### src/rtl/regfile_read_arbiter.sv
// Round-robin arbiter: four requesters share one register-file read port.
// Latency: grant the cycle after req is sampled, rd_valid one cycle later; 3 cycles per read.
// Backpressure: none; requesters hold req level-high until they see rd_valid.
module regfile_read_arbiter #(
    parameter bit ZERO_REG = 1'b1
) (
    input  logic        clk,
    input  logic        reset_n,
    input  logic [3:0]  req,
    input  logic [19:0] req_addr,
    input  logic [31:0] rf_data,
    output logic [4:0]  rf_addr,
    output logic [3:0]  grant,
    output logic [3:0]  rd_valid,
    output logic [31:0] rd_data,
    output logic        busy
);

    typedef enum logic [1:0] {
        IDLE  = 2'd0,
        ISSUE = 2'd1,
        DONE  = 2'd2
    } state_t;

    state_t      state;
    state_t      state_nxt;
    logic [1:0]  ptr;
    logic [1:0]  win;
    logic [1:0]  win_nxt;
    logic        win_found;
    logic [1:0]  scan_idx;
    logic [4:0]  addr_arr [4];

    // Unpack the per-requester address fields
    always_comb begin
        for (int i = 0; i < 4; i++) begin
            addr_arr[i] = req_addr[5*i +: 5];
        end
    end

    // Round-robin scan starting at ptr; descending loop lets the lowest offset win
    always_comb begin
        win_found = 1'b0;
        win_nxt   = ptr;
        scan_idx  = ptr;
        for (int k = 3; k >= 0; k--) begin
            scan_idx = ptr + 2'(k);
            if (req[scan_idx]) begin
                win_found = 1'b1;
                win_nxt   = scan_idx;
            end
        end
    end

    // State register
    always_ff @(posedge clk or negedge reset_n) begin
        if (!reset_n) begin
            state <= IDLE;
        end else begin
            state <= state_nxt;
        end
    end

    // Next-state: ISSUE and DONE each last exactly one cycle, req only matters in IDLE
    always_comb begin
        state_nxt = state;
        case (state)
            IDLE:    state_nxt = win_found ? ISSUE : IDLE;
            ISSUE:   state_nxt = DONE;
            DONE:    state_nxt = IDLE;
            default: state_nxt = IDLE;
        endcase
    end

    // Outputs decoded from state and the latched winner, so reset clears them at once
    always_comb begin
        grant    = 4'b0000;
        rd_valid = 4'b0000;
        busy     = (state != IDLE);
        case (state)
            ISSUE:   grant    = 4'b0001 << win;
            DONE:    rd_valid = 4'b0001 << win;
            default: ;
        endcase
    end

    // Datapath: latch winner and address on grant, capture read data at end of ISSUE
    always_ff @(posedge clk or negedge reset_n) begin
        if (!reset_n) begin
            rf_addr <= 5'd0;
            rd_data <= 32'h0;
            ptr     <= 2'd0;
            win     <= 2'd0;
        end else begin
            case (state)
                IDLE: begin
                    if (win_found) begin
                        rf_addr <= addr_arr[win_nxt];
                        win     <= win_nxt;
                    end
                end
                ISSUE: begin
                    rd_data <= (ZERO_REG && (rf_addr == 5'd0)) ? 32'h0 : rf_data;
                    ptr     <= win + 2'd1;
                end
                default: ;
            endcase
        end
    end

endmodule

### config.mk
export PLATFORM = sky130hd
export DESIGN_NAME = regfile_read_arbiter
export DESIGN_NICKNAME = d
export VERILOG_FILES = /design/src/rtl/regfile_read_arbiter.sv
export SDC_FILE = /design/constraint.sdc
export NUM_CORES = 1
export LEC_CHECK = 0
export CAP_MARGIN = 20
export CELL_PAD_IN_SITES_DETAIL_PLACEMENT = 2
export CELL_PAD_IN_SITES_GLOBAL_PLACEMENT = 2
export CORE_ASPECT_RATIO = 0.8
export CORE_UTILIZATION = 22
export CTS_BUF_LIST = sky130_fd_sc_hd__clkbuf_4 sky130_fd_sc_hd__clkbuf_8
export DETAILED_ROUTE_END_ITERATION = 12
export GPL_ROUTABILITY_DRIVEN = 0
export GPL_TIMING_DRIVEN = 0
export MAX_ROUTING_LAYER = met4
export PLACE_DENSITY = 0.88
export SYNTH_ARGS = -nofsm -noshare
export SYNTH_HDL_FRONTEND = slang
export SYNTH_SLANG_ARGS = --single-unit
### constraint.sdc
create_clock -name clk -period 1.62 [get_ports clk]
set_input_delay 0.243 -clock clk [delete_from_list [all_inputs] [get_ports clk]]
set_output_delay 0.243 -clock clk [all_outputs]
set_load 0.02 [all_outputs]
* Word level (Yosys, flattened, before mapping)
Index checks and enable logic that the tools add are counted.
Word-level totals: output and inout bits 46, bits in registers 43, bits in latches 0, logic and storage cells 46, RAM bits 0, memories 0, bits in read-only memories 0
Operators by class: $add $sub $neg 4, bitwise logic cells 1, multiply operators 0, reductions and logical operators 4, equal/unequal tests 2, div/mod/pow operators 0, order comparisons 5, shift-type cells 1, muxes and demuxes 24
Operators by type and width (number):
- 2-to-1 mux 32 bit | 1
- < comparator 2 x 3 -> 1 bit (second input constant) | 4
- binary-select mux 5 bit (select 2 bit) | 1
- 2-to-1 mux 5 bit | 2
- 2-to-1 mux 1 bit | 9
- binary-select mux 1 bit (select 2 bit) | 4
- 2-to-1 mux 2 bit | 4
- 2-to-1 mux 4 bit | 2
- logical NOT 5 bit | 1
- adder 2 x 1 -> 2 bit (second input constant) | 2
- adder 2 bit (second input constant) | 2
- case mux 2 bit (2 select lines) | 1
- left shift 1 x 2 -> 4 bit (first input constant) | 1
- greater-or-equal comparator 3 bit (second input constant) | 1
- NOT 2 -> 3 bit | 1
- equality test 2 x 1 -> 1 bit (second input constant) | 1
- equality test 2 bit (second input constant) | 1
- logical NOT 2 bit | 1
- AND reduction 2 bit | 1
- nonzero test 2 bit | 1

* Longest topological paths before layout
Gate-level depths: netlist of run 1.
depth in word-level cells 11, depth in mapped cells 6, depth with buffers taken out 5

* Worst setup path before layout of run 1
Ideal clock, no wire load.
path type reg2reg, start reg ptr[0], end reg rf_addr[4], required time 1475 ps, clock period less this slack 1685 ps, stages on the path, launching flop included 7, arrival 1540 ps, path buffers 1, setup slack -65 ps, library setup time 145 ps, cell sequence dfrtp_1 -> nor2b_1 -> o21a_1 -> or3_1 -> buf_6 -> a2111oi_2 -> a221oi_1
Between the ends: longest elaborated chain between the ends 11
RTL lines:
- start: declaration | RTL line 27 | logic [1:0] ptr;
- start signal: assignment | RTL line 104 | ptr <= win + 2'd1;
- adder 2 bit | RTL line 47 | scan_idx = ptr + 2'(k);
- binary-select mux 1 bit (select 2 bit) | RTL line 48 | if (req[scan_idx]) begin
- 2-to-1 mux 1 bit (not written as such) | RTL line 48
- 2-to-1 mux 2 bit (4 in a row) | RTL line 48
- NOT 2 -> 3 bit (not written as such) | RTL line 98 | rf_addr <= addr_arr[win_nxt];
- binary-select mux 5 bit (select 2 bit) | RTL line 98
- 2-to-1 mux 5 bit (not written as such) (2 in a row) | RTL line 98
- end signal: assignment | RTL line 98
- end: declaration | RTL line 12 | output logic [4:0] rf_addr,
Several ways; a longest one is shown, not always the timed one. The select of a mux whose other input is x is not followed. A chain may end at the register's enable or synchronous reset.

* Worst setup path in the final report of run 1
start reg ptr[0], end reg rf_addr[2]
Same word-level chain as after synthesis.

==> impl_metrics.env, run 1 <==
export IMPL_synth_cell_types=34
export IMPL_hpwl_um=5060
export IMPL_fin_cells=393
export IMPL_period_share_pct=108
export IMPL_endpoint_kind="flop"
export IMPL_grt_max_degree=40
export IMPL_layout_common_cells="clkdlybuf4s50_1 (88), dfrtp_1 (39), a22o_1 (32)"
export IMPL_tightest_slew_ns=0.639
export IMPL_ys_async_sr_fraction_pct=100
export IMPL_vias=1797
export IMPL_r2r_start="ptr[0]"
export IMPL_finalCriticalPeriod_ns=1.75
export IMPL_placed_cells=376
export IMPL_syn_num_nets=222
export IMPL_worst_setup_path_start_kind="flop"
export IMPL_rsz0062_at_grt="true"
export IMPL_grt_pass1_wl_um=10600
export IMPL_detail_route_iter0_violations=33
export IMPL_rows=30
export IMPL_routedWlPerCell_um=16.6
export IMPL_clockRootBuffer="clkbuf_8"
export IMPL_layout_nets=343
export IMPL_worstPathRequired_ns=1.78
export IMPL_grt_pass1_vias=2083
export IMPL_setup_viol=6
export IMPL_clock_skew_ns=0.00860
export IMPL_die_area_um2=9310
export IMPL_core_um2=8560
export IMPL_clock_latency_ns=0.28
export IMPL_cts_sinks=43
export IMPL_first_pass_iters=2
export IMPL_port_buffers=103
export IMPL_io_pins=104
export IMPL_synth_edf_count=0
export IMPL_fillCellCount=909
export IMPL_multi_input_area_um2=948
export IMPL_p_per_area_nw_per_um2=1970
export IMPL_status="finished, violations left"
export IMPL_ys_flop_type="dfrtp_1"
export IMPL_worst_hold_slack_ns=0.313
export IMPL_startpoint="ptr[0]"
export IMPL_slew_headroom_pct=57.1
export IMPL_synth_avg_cell_area_um2=12.3
export IMPL_timing_fmax_mhz=570
export IMPL_synthesis_area_um2=1960
export IMPL_seqCellArea_um2=1080
export IMPL_synth_seq_cells=43
export IMPL_p_leak_nw=1.46
export IMPL_yosys_warnings=0
export IMPL_diodes=0
export IMPL_finalWirelength_um=6520
export IMPL_cts_tree="built"
export IMPL_die_w_um=108
export IMPL_path_class="reg -> reg"
export IMPL_final_layout_size_suffix_gt1_share_pct=22.4
export IMPL_crit_arrival_ns=1.91
export IMPL_drcViolationCount=0
export IMPL_final_common_cell="clkdlybuf4s50_1"
export IMPL_cp_max_fo=8
export IMPL_htree_levels=2
export IMPL_path_clk_slew_ns=0.09
export IMPL_ys_seq_area_share_pct=54.8
export IMPL_setup_tns_ns=-0.581
export IMPL_grt_use_total_pct=15.2
export IMPL_ir_drop_mv=0.896
export IMPL_initial_core_util_pct=22.9
export IMPL_synthCells=160
export IMPL_drv_slew=0
export IMPL_antenna_found_initial=0
export IMPL_cap_violations=0
export IMPL_cts_buffers=5
export IMPL_r2r_setup_slack_ns=-0.13
export IMPL_cts_max_path_buffers=2
export IMPL_setup_slack_ns=-0.134
export IMPL_post_place_ws_ns=-0.592
export IMPL_hp_class="in -> async"
export IMPL_viasPerCell=4.57
export IMPL_grt_overflow_total=0
export IMPL_fp_dieH_um=86.5
export IMPL_ant_nets=0
export IMPL_violations="setup timing"
export IMPL_area_growth_pct=73.9
export IMPL_hold_viol_final=0
-- layout make-up --
type / count / area share [%]
repair buffers: 116 / 32.3
flip-flops and latches: 43 / 31.7
multi-input cells: 103 / 27.8
well taps: 112 / 4.11
clock buffers: 6 / 2.42
plain buffers: 7 / 0.990
inverters: 5 / 0.623
clock inverters: 1 / 0.147
-- worst max-delay path, cell delays in order (launching register included) --
cell	delay, ns
dfrtp_2	0.42
nor2b_2	0.07
o21a_4	0.22
or3_4	0.47
a2111oi_4	0.39
a211oi_2	0.06
-- power by group --
group	total, mW	switching (mW)	internal (mW)
combinational	4.00	2.01	1.99
clock	0.704	0.368	0.336
sequential	2.01	0.386	1.62
total	6.71	2.76	3.95
-- synthesized netlist by cell type (3+ instances only) --
cell type	n	area share [%]
clkbuf_1	7	1.3
o21ai_0	5	1.3
a22o_1	32	14
and2_1	8	2.5
dfrtp_1	43	55
nor2_1	4	0.76
inv_1	5	0.96
ha_1	4	2.5
mux2i_1	5	2.5
nor2b_1	5	1.6
nand2_1	7	1.3
nor4b_1	3	1.3
-- per-stage QoR --
step / utilization (%) / instance area [um2] / total power [mW]
4_1_cts: 39.9 / 3410 / 6.75
3_5_place_dp: 37.3 / 3190 / 5.77
2_1_floorplan: - / 2010 / 4.06
3_3_place_gp: 37.1 / 3180 / 5.61
5_1_grt: 39.9 / 3410 / 7.15
6_report: 39.9 / 3410 / 6.71
-- path summary, 6_finish.rpt --
| check | end | depth (start not counted) |
|---|---|---|
| max in group asynchronous | state[0] | 3 |
| worst max-delay path | rf_addr[2] | 5 |
| worst max register to register | rf_addr[2] | 5 |
| worst min register to register | rd_data[9] | 1 |
| min in group clk | rd_data[9] | 1 |
| worst min-delay path | rd_data[26] | 2 |
-- sequential cells by signal, summed over array words and instances (netlist names) --
name     count
rd_data     32
state        2
ptr          2
win          2
rf_addr      5
-- timing repair --
action / in CTS / in global routing
hold buffers: 1 / 0
pin swaps: 0 / 3
buffers inserted: 9 / 2
resized for setup: 46 / 24
endpoints found under the setup margin: 47 / 37
cloned: 0 / 0
endpoints found under the hold margin: 4 / 0
-- routing by layer --
layer  global-route usage (%)  vias up  share of wire, %
met5                        -        -                 0
met3                     3.31        2               4.8
li1                         -      839                 -
met1                     18.2      903                44
met4                     1.87        0              0.35
met2                     27.0       53                51
-- logic make-up after synthesis --
family | share of synthesized area, %
buffers and inverters | 3.06
AND/OR/NAND/NOR | 11.9
AO/OA/AOI/OAI | 25.2
adder cells (fa/ha/maj) | 2.55
multiplexers | 2.55
flip-flops | 54.8
(Power assumes the default switching activity.)
==> run 2, diff against run 1 <==
--- a/config.mk
+++ b/config.mk
@@ -5,17 +5,19 @@
 export SDC_FILE = /design/constraint.sdc
 export NUM_CORES = 1
 export LEC_CHECK = 0
+export ABC_AREA = 1
 export CAP_MARGIN = 20
 export CELL_PAD_IN_SITES_DETAIL_PLACEMENT = 2
 export CELL_PAD_IN_SITES_GLOBAL_PLACEMENT = 2
 export CORE_ASPECT_RATIO = 0.8
-export CORE_UTILIZATION = 22
+export CORE_UTILIZATION = 20
 export CTS_BUF_LIST = sky130_fd_sc_hd__clkbuf_4 sky130_fd_sc_hd__clkbuf_8
 export DETAILED_ROUTE_END_ITERATION = 12
 export GPL_ROUTABILITY_DRIVEN = 0
 export GPL_TIMING_DRIVEN = 0
 export MAX_ROUTING_LAYER = met4
-export PLACE_DENSITY = 0.88
+export PLACE_DENSITY = 0.86
+export SLEW_MARGIN = 25
 export SYNTH_ARGS = -nofsm -noshare
 export SYNTH_HDL_FRONTEND = slang
 export SYNTH_SLANG_ARGS = --single-unit
==> constraint.sdc (replaced) <==
create_clock -name clk -period 1.62 [get_ports clk]
set_input_delay 0.243 -clock clk [delete_from_list [all_inputs] [get_ports clk]]
set_output_delay 0.243 -clock clk [all_outputs]
set_load 0.005 [all_outputs]
==> run 2 against run 1 <==
Compared with the run above: the flow still finishes with violations (setup timing); largest power group unchanged; sequential share of layout area fell by 5.6 points; setup slack got worse by 0.037 ns; core utilization fell by 2.0 points; sequential cell count did not move; synthesized area rose by 15%; non-clock buffer count rose by 20; critical path depth rose by 7; clock skew fell by 0.0039 ns.
==> impl_metrics.env, run 2 <==
export IMPL_cap_violations=0
export IMPL_ys_flop_type="dfrtp_1"
export IMPL_setup_slack_ns=-0.171
export IMPL_slew_headroom_pct=66.5
export IMPL_synth_cell_types=24
export IMPL_synth_compound_area_share_pct=1.61
export IMPL_grt_pass1_vias=2854
export IMPL_vias=2521
export IMPL_timing_fmax_mhz=558
export IMPL_synth_edf_count=0
export IMPL_synthTopCellsByCount="nand2_1 (103), nand3_1 (55), dfrtp_1 (43)"
export IMPL_die_area_um2=11700
export IMPL_hold_viol_final=0
export IMPL_finalCriticalPeriod_ns=1.79
export IMPL_fp_dieH_um=96.9
export IMPL_rsz0062_at_grt="true"
export IMPL_worstPathRequired_ns=1.80
export IMPL_ant_nets=0
export IMPL_synth_avg_cell_area_um2=7.85
export IMPL_drv_slew=0
export IMPL_hpwl_um=6350
export IMPL_grtUsageMet1_pct=19.9
export IMPL_grt_busiest_layer="met2"
export IMPL_layout_nets=491
export IMPL_ys_async_sr_fraction_pct=100
export IMPL_port_buffers=103
export IMPL_cp_max_fo=8
export IMPL_synthesis_area_um2=2250
export IMPL_syn_num_nets=349
export IMPL_rows=34
export IMPL_synthSimpleGateAreaFrac_pct=42.1
export IMPL_synthCells=287
export IMPL_clock_skew_ns=0.00465
export IMPL_yosys_area_top_type="dfrtp_1"
export IMPL_cts_buffers=5
export IMPL_met2_usage_pct=28.9
export IMPL_layout_common_cells="nand2_1 (92), clkdlybuf4s50_1 (92), nand3_1 (51)"
export IMPL_initial_core_util_pct=20.6
export IMPL_yosys_warnings=0
export IMPL_drcViolationCount=0
export IMPL_top_register="rd_data"
export IMPL_yosysMostFrequentCell="nand2_1"
export IMPL_clock_latency_ns=0.29
export IMPL_fin_cells=574
export IMPL_p_leak_nw=1.96
export IMPL_setup_viol=9
export IMPL_diodes=0
export IMPL_tightest_slew_ns=0.502
export IMPL_synth_top_area_share_pct=47.8
export IMPL_core_um2=10900
export IMPL_synth_xor_area_share_pct=0
export IMPL_clockRootBuffer="clkbuf_8"
export IMPL_antenna_found_initial=0
export IMPL_worst_setup_path_start_kind="flop"
export IMPL_viasPerCell=4.39
export IMPL_largest_reg_flops=32
export IMPL_p_total_mw=8.99
export IMPL_io_pins=104
export IMPL_synthMuxAreaShare_pct=0
export IMPL_synthAdderAreaFrac_pct=2.22
export IMPL_hp_class="in -> async"
export IMPL_grt_pass1_wl_um=14600
export IMPL_status="finished, violations left"
export IMPL_routedWlPerCell_um=16.3
export IMPL_die_w_um=121
export IMPL_ir_drop_mv=0.616
export IMPL_period_share_pct=111
export IMPL_grt_overflow_total=0
export IMPL_grt_use_met3_pct=2.30
export IMPL_placed_cells=535
export IMPL_path_clk_slew_ns=0.09
export IMPL_setup_tns_ns=-0.926
export IMPL_synth_top_family_by_area="simple AND/OR/NAND/NOR gates"
export IMPL_first_pass_iters=4
export IMPL_path_class="reg -> reg"
export IMPL_grt_max_degree=26
export IMPL_reg_top3="rd_data (32), rf_addr (5)"
export IMPL_area_growth_pct=83.8
export IMPL_grt_use_total_pct=16.4
export IMPL_final_layout_size_suffix_gt1_share_pct=27.4
export IMPL_cts_sinks=43
export IMPL_htree_levels=2
export IMPL_synth_area_leaders="dfrtp_1 (48%), nand2_1 (17%), nand3_1 (12%), nand2_2 (3.1%), nor2_1 (2.8%)"
export IMPL_cts_tree="built"
export IMPL_p_per_area_nw_per_um2=2170
export IMPL_finalWirelength_um=9350
export IMPL_endpoint_kind="flop"
export IMPL_crit_arrival_ns=1.97
export IMPL_detail_route_iter0_violations=62
export IMPL_cts_max_path_buffers=2
export IMPL_ys_seq_area_share_pct=47.8
export IMPL_synth_seq_cells=43
export IMPL_violations="setup timing"
run 2: what timing repair did:
action	in CTS	in global routing
setup buffers	21	6
setup endpoints to repair	45	42
hold buffers	1	0
gates resized for setup	76	41
hold endpoints to repair	18	0
pin swaps	32	23
gates cloned	3	0
run 2: through the flow:
stage / setup slack, ns / area (um2) / hold slack (ns) / utilization, %
6_report: -0.171 / 4140 / 0.455 / 37.9
5_1_grt: -0.278 / 4140 / 0.494 / 37.9
4_1_cts: -0.116 / 3930 / 0.457 / 36.0
3_5_place_dp: -0.544 / 3480 / 0.234 / 31.8
3_3_place_gp: -0.955 / 3460 / 0.461 / 31.7
2_1_floorplan: 0.110 / 2250 / -0.0526 / -
run 2: path summary, 6_finish.rpt:
path | start | slack [ns] | to | cells after the start
setup / recovery | ptr[0] | -0.17 | rf_addr[1] | 12
hold / removal | reset_n | 0.45 | rd_data[5] | 2
setup reg to reg | ptr[0] | -0.17 | rf_addr[1] | 12
hold reg to reg | rd_data[26] | 0.49 | rd_data[26] | 2
max in group asynchronous | reset_n | 0.65 | ptr[1] | 3
min in group clk | rd_data[26] | 0.49 | rd_data[26] | 2
run 2: cell type report:
cell class                 instances  area (um2)
clock buffer                       6        76.3
clock inverter                     2        60.1
fill                            1198        6790
multi-input combinational        214        1310
timing repair buffer             132        1240
buffer                            11        75.1
inverter                          22         115
sequential                        43        1080
tap                              144         180
run 2: metal layers:
| layer | vias up | part of all wire, % |
|---|---|---|
| met1 | 1266 | 44 |
| met3 | 4 | 3.0 |
| met2 | 58 | 53 |
| li1 | 1193 | - |
| met5 | - | 0 |
| met4 | 0 | 0.62 |
run 2: cell families after synthesis:
| group | count (synthesis) |
|---|---|
| compound gates | 7 |
| fa+ha+maj | 4 |
| buf+inv | 33 |
| flops | 43 |
| simple gates | 200 |
run 2: power by group:
group	total (mW)	switching, mW	internal, mW
sequential	1.98	0.362	1.62
clock	1.01	0.376	0.633
combinational	6.00	3.22	2.78
run 2: worst max-delay path, cell delays in order, from the launching register on:
cell      delay [ns]
dfrtp_1         0.35
buf_6           0.15
clkinv_8        0.11
nand2_4         0.09
nand2_4         0.07
nand2_4         0.07
nand2_4         0.06
nand3b_1        0.20
nand2_4         0.14
buf_4           0.15
nand3_1         0.09
nand3_1         0.11
nand2_1         0.07
